<file path="config.mk">
export PLATFORM = sky130hd
export DESIGN_NAME = mem_lsu
export DESIGN_NICKNAME = d
export VERILOG_FILES = /design/src/rtl/mem_lsu.sv
export SDC_FILE = /design/constraint.sdc
export NUM_CORES = 1
export LEC_CHECK = 0
export BUFFER_PORTS_ARGS = -buffer_cell sky130_fd_sc_hd__buf_2
export CAP_MARGIN = 10
export CORE_MARGIN = 2
export CORE_UTILIZATION = 45
export DETAILED_ROUTE_END_ITERATION = 7
export PLACE_DENSITY = 0.79
export RECOVER_POWER = 25
export SLEW_MARGIN = 20
export SYNTH_ARGS = -nofsm -noshare
export SYNTH_HDL_FRONTEND = slang
export SYNTH_SLANG_ARGS = --single-unit
export TNS_END_PERCENT = 100
</file>
<file path="constraint.sdc">
create_clock -name clk -period 2.06 [get_ports clk]
set_clock_uncertainty 0.05 [all_clocks]
set_input_delay 0.206 -clock clk [delete_from_list [all_inputs] [get_ports clk]]
set_output_delay 0.206 -clock clk [all_outputs]
set_load 0.01 [all_outputs]
</file>
<file path="src/rtl/mem_lsu.sv">
// -----------------------------------------------------------------------------
// mem_lsu - load/store unit driving the core's data-memory port.
//
// Takes one load or store at a time from execute. It then issues a single RAM
// access and answers with a one-cycle response. Misaligned accesses and
// unknown funct3 codes are answered at once and never reach memory.
//
// Ports
//   clk, reset          rising-edge clock, synchronous active-high reset
//   req_valid_i/ready_o request handshake (ready only in IDLE)
//   req_we_i            1 = store, 0 = load
//   req_funct3_i        RISC-V funct3 (access size / sign)
//   req_addr_i          byte address
//   req_wdata_i         right-aligned store data
//   resp_valid_o        one-cycle completion pulse
//   resp_rdata_o        extended load data (0 for stores / rejected accesses)
//   resp_misaligned_o   access rejected (misaligned or illegal funct3)
//   mem_en_o            RAM chip select, high only in ISSUE
//   mem_address_o       full byte address (RAM ignores bits [1:0])
//   mem_data_o          lane-replicated store data
//   mem_wr_mask_o       byte-write enables, 0 for reads
//   mem_data_i          RAM read word
// -----------------------------------------------------------------------------
module mem_lsu #(
    parameter int ADDR_WIDTH   = 32,
    parameter int DATA_WIDTH   = 32,
    parameter int READ_LATENCY = 1
) (
    input  logic                  clk,
    input  logic                  reset,
    input  logic                  req_valid_i,
    output logic                  req_ready_o,
    input  logic                  req_we_i,
    input  logic [2:0]            req_funct3_i,
    input  logic [ADDR_WIDTH-1:0] req_addr_i,
    input  logic [DATA_WIDTH-1:0] req_wdata_i,
    output logic                  resp_valid_o,
    output logic [DATA_WIDTH-1:0] resp_rdata_o,
    output logic                  resp_misaligned_o,
    output logic                  mem_en_o,
    output logic [ADDR_WIDTH-1:0] mem_address_o,
    output logic [DATA_WIDTH-1:0] mem_data_o,
    output logic [3:0]            mem_wr_mask_o,
    input  logic [DATA_WIDTH-1:0] mem_data_i
);

    localparam logic [1:0] S_IDLE  = 2'd0;
    localparam logic [1:0] S_ISSUE = 2'd1;
    localparam logic [1:0] S_WAIT  = 2'd2;
    localparam logic [1:0] S_RESP  = 2'd3;

    // Loads only know 000/001/010/100/101; stores only 000/001/010.
    function automatic logic f_illegal(input logic we, input logic [2:0] f3);
        if (we)
            return f3[2] | (f3[1:0] == 2'b11);
        else
            return (f3 == 3'b011) | (f3 == 3'b110) | (f3 == 3'b111);
    endfunction

    function automatic logic f_misaligned(input logic [2:0] f3, input logic [1:0] off);
        case (f3[1:0])
            2'b01:   return off[0];
            2'b10:   return off != 2'b00;
            default: return 1'b0;
        endcase
    endfunction

    function automatic logic [3:0] f_store_mask(input logic [2:0] f3, input logic [1:0] off);
        case (f3[1:0])
            2'b00:   return 4'b0001 << off;
            2'b01:   return 4'b0011 << off;
            default: return 4'b1111;
        endcase
    endfunction

    // Replicating the low lanes lets the byte mask alone select the target bytes.
    function automatic logic [DATA_WIDTH-1:0] f_store_data(input logic [2:0] f3,
                                                           input logic [DATA_WIDTH-1:0] wd);
        case (f3[1:0])
            2'b00:   return {4{wd[7:0]}};
            2'b01:   return {2{wd[15:0]}};
            default: return wd;
        endcase
    endfunction

    function automatic logic [DATA_WIDTH-1:0] f_load_extract(input logic [2:0] f3,
                                                             input logic [1:0] off,
                                                             input logic [DATA_WIDTH-1:0] word);
        logic [7:0]  b;
        logic [15:0] h;
        b = 8'(word >> {off, 3'b000});
        h = 16'(word >> {off[1], 4'b0000});
        case (f3)
            3'b000:  return {{24{b[7]}}, b};
            3'b001:  return {{16{h[15]}}, h};
            3'b100:  return {24'd0, b};
            3'b101:  return {16'd0, h};
            default: return word;
        endcase
    endfunction

    logic [1:0]            r_state;
    logic                  r_we;
    logic [2:0]            r_f3;
    logic [1:0]            r_off;
    logic                  r_mis;
    logic [3:0]            r_mask;
    logic [2:0]            r_cnt;
    logic [DATA_WIDTH-1:0] r_rdata;
    logic [ADDR_WIDTH-1:0] r_addr;
    logic [DATA_WIDTH-1:0] r_wdata;

    logic                  w_reject;

    assign w_reject = f_illegal(req_we_i, req_funct3_i)
                    | f_misaligned(req_funct3_i, req_addr_i[1:0]);

    always_ff @(posedge clk) begin
        if (reset) begin
            r_state <= S_IDLE;
            r_we    <= 1'b0;
            r_f3    <= 3'd0;
            r_off   <= 2'd0;
            r_mis   <= 1'b0;
            r_mask  <= 4'd0;
            r_cnt   <= 3'd0;
            r_rdata <= '0;
            r_addr  <= '0;
            r_wdata <= '0;
        end else begin
            case (r_state)
                S_IDLE: begin
                    if (req_valid_i) begin
                        r_we    <= req_we_i;
                        r_f3    <= req_funct3_i;
                        r_off   <= req_addr_i[1:0];
                        r_mis   <= w_reject;
                        r_rdata <= '0;
                        if (w_reject) begin
                            r_state <= S_RESP;
                        end else begin
                            // Memory-side outputs only change for accesses that reach the RAM.
                            r_addr  <= req_addr_i;
                            r_mask  <= req_we_i ? f_store_mask(req_funct3_i, req_addr_i[1:0]) : 4'd0;
                            if (req_we_i)
                                r_wdata <= f_store_data(req_funct3_i, req_wdata_i);
                            r_state <= S_ISSUE;
                        end
                    end
                end
                S_ISSUE: begin
                    if (r_we) begin
                        r_state <= S_RESP;
                    end else begin
                        r_cnt   <= 3'(READ_LATENCY - 1);
                        r_state <= S_WAIT;
                    end
                end
                S_WAIT: begin
                    // Read data is valid in the last WAIT cycle; sample it on the closing edge.
                    if (r_cnt == 3'd0) begin
                        r_rdata <= f_load_extract(r_f3, r_off, mem_data_i);
                        r_state <= S_RESP;
                    end else begin
                        r_cnt <= r_cnt - 3'd1;
                    end
                end
                default: begin
                    r_state <= S_IDLE;
                end
            endcase
        end
    end

    assign req_ready_o       = (r_state == S_IDLE) & ~reset;
    assign resp_valid_o      = (r_state == S_RESP);
    assign resp_rdata_o      = (r_state == S_RESP) ? r_rdata : '0;
    assign resp_misaligned_o = (r_state == S_RESP) & r_mis;
    assign mem_en_o          = (r_state == S_ISSUE);
    assign mem_wr_mask_o     = (r_state == S_ISSUE) ? r_mask : 4'd0;
    assign mem_address_o     = r_addr;
    assign mem_data_o        = r_wdata;

endmodule

</file>
==> out/metrics.cfg <==
[outcome]
status=finished, final reports clean

[synthesis]
synth_xor_area_frac=0
synth_edf_count=0
synth_area_um2=5426
postSynthNetCount=749
synth_top_family_by_area=compound AO/OA/AOI/OAI gates
ys.flop_type=dfxtp_1
yosys.area.top_type=dfxtp_1
async_flop_share=0
synth.most_common_cell=dfxtp_1
ys_seq_elements=112
synth.area.top_cells=dfxtp_1 (41%), a21oi_1 (9.9%), and2_1 (4.7%)
synth_warnings=0
synth_common_cells=dfxtp_1 (112), a21oi_1 (107), nand3_1 (46)
synthCells=636
synth_top_area_share=0.4132
synthSimpleGateAreaFrac=0.1815
synth_area_per_cell_um2=8.532
synthAdderAreaFrac=0.02306
synthMuxAreaShare=0.02629
synth_compound_area_frac=0.3025
ys_types=47
seq_area_frac_synth=0.4132

[critical_path]
crit_arrival_ns=2.19
worstSetupPathType=register to register
cp_max_fo=8
max_stage_delay_ns=0.38
crit_family=simple AND/OR/NAND/NOR gates
worstSetupStartpoint=r_state[1]
critPathSlowestCell=dfxtp_1
crit_chain=inv_1, ha_1, nor2b_4, or3_4, a2111oi_4, buf_4, clkbuf_16, a221o_1
critPathBufInv=3
cp-end-kind=register
timing.rr.start=r_state[1]
cp.required_ns=2.31
cp-start-kind=register

[layout]
nFillCells=1067
regArea_um2=2242
syn2layout_area_growth_pct=29.33
antenna_cells=0
stdcell_count=973
layout-drive-gt1-share=0.2615
final_nets=934
multi_input_area_um2=2923

[floorplanning]
fp.dieArea_um2=12950
initial_core_util=0.4556
rows=40
die_w_um=113.8
die_h_um=113.8
io_pins=207
coreArea_um2=11910

[cts]
clock-sinks=112
clockRootBuffer=clkbuf_16
tritoncts=done
clk_path_buf_depth=2
cts_buffers=9
clk_pin_slew_ns=0.08
ctsHoldBuffers=0
clk_latency_ns=0.36
htreeDepth=3

[placed_design]
gp_congestion=0.8688
place_hpwl_um=11110
numPortBuffers=206
dp_cells=955

[routing]
drt-initial-drc-count=491
ant_nets=0
firstDrtPassIters=5
route.detailed.drc=0
avgViaCountPerCell=5.752
dr_total_vias=5597
wire_per_inst_um=16.12
finalWirelength_um=15680

[power]
p_leak_nw=2.850
p_per_area_nw_per_um2=906.4
vdd_drop_max_mv=0.4401

[global_routing]
grt_antenna_before_repair=0
first_global_vias=5043
grt_overflow=0
grt_max_degree=50
grt_pass1_wl_um=24910
grtUsageTotal=0.2376

[timing]
hold_ws_ns=0.04114
max_slew.worst_pin.slew_ns=0.6022
tns_ns=0
maxSlewViolCount=0
relSlewSlack=0.5985
hold_violations=0
timing.final.crit_share=0.9436
final.min_clock_period_ns=1.944
finalSetupViolCount=0
rsz0062_at_grt=false
fmax_ghz=0.5145

[hold_path]
hp-start=req_addr_i[11]
hold_path.class=input port to register

[job]
cap_violations=0

## final timing paths
path	cells after the start	to	slack (ns)
setup / recovery	8	r_rdata[17]	0.12
hold / removal	3	mem_address_o[11]	0.04
setup reg to reg	8	r_rdata[17]	0.12
hold reg to reg	1	r_rdata[0]	0.41
## sequential cells by signal, summed over array words and instances, names as in the netlist
name	flops
mem_address_o	32
mem_data_o	32
r_rdata	32
r_mask	4
r_cnt	3
r_f3	3
r_off	2
r_state	2
r_mis	1
r_we	1
## cell type report
cell class	instances	share of cell area
Multi-Input combinational cell	454	0.4165
Sequential cell	112	0.3195
Timing Repair Buffer	235	0.1886
Clock buffer	10	0.03263
Tap cell	147	0.02621
Clock inverter	6	0.01177
Inverter	9	0.004814
## worst min-delay path: cells and delay by family
kind / cells / cell delay (ns)
and+or+nand+nor: 1 / 0.05
buffers and inverters: 1 / 0.09
AOI/OAI and AO/OA: 1 / 0.05
## timing repair
action,4_1_cts,5_1_grt
gates resized for setup,0,1
buffers inserted,0,1
setup endpoints to repair,0,15
## metal layers
layer	global-route usage	routed length, um	vias to the layer above
met5	0	0	-
met4	0.1000	342	0
met3	0.05260	1246	22
met2	0.3752	7278	259
met1	0.3152	6816	2603
li1	-	-	2713
## cells by family (layout without fill, tap and decap cells)
family	Yosys count	count (layout)
fa+ha+maj	10	10
mux	13	13
compound gates	253	253
buf+inv	70	260
simple gates	178	178
flops	112	112
## per-stage QoR
step	setup WS (ns)	utilization	area [um2]	total power, mW
after detailed placement	0.09986	0.5658	6739	4.565
after floorplan	0.06182	-	5426	3.830
after global routing	0.007006	0.5892	7018	6.709
final	0.1162	0.5892	7018	6.361
after CTS	0.07044	0.5919	7051	6.400
after global placement	0.1382	0.5658	6739	4.540
## layout by cell type, fill, tap and decap left out, types with 3 or more instances in the layout
cell	synthesis	layout
nand2b_1	16	16
o21ai_0	31	31
o2bb2ai_1	7	7
a32o_1	9	9
or3_1	8	8
dfxtp_1	112	112
buf_12	0	10
nor2_1	11	10
o21a_1	3	3
nand3_1	46	46
clkbuf_16	0	10
nand2_1	34	33
a21oi_1	107	107
nor2b_1	4	4
a22o_1	8	8
buf_2	13	152
o21ai_1	24	23
ha_1	10	10
clkbuf_1	44	55
and2_1	41	41
mux2_2	9	9
buf_4	1	18
a211oi_1	16	16
a221o_1	16	16
a211o_1	7	7
and3b_1	7	7
o41ai_1	8	8
a311oi_1	8	8
mux2i_1	3	3
inv_1	8	8
## where the power goes
| group | internal [mW] | total, mW | switching (mW) |
|---|---|---|---|
| clock | 0.979 | 1.84 | 0.857 |
| combinational | 0.815 | 1.94 | 1.12 |
| sequential | 2.43 | 2.59 | 0.157 |
| total | 4.22 | 6.36 | 2.14 |
(Power assumes the default switching activity.)
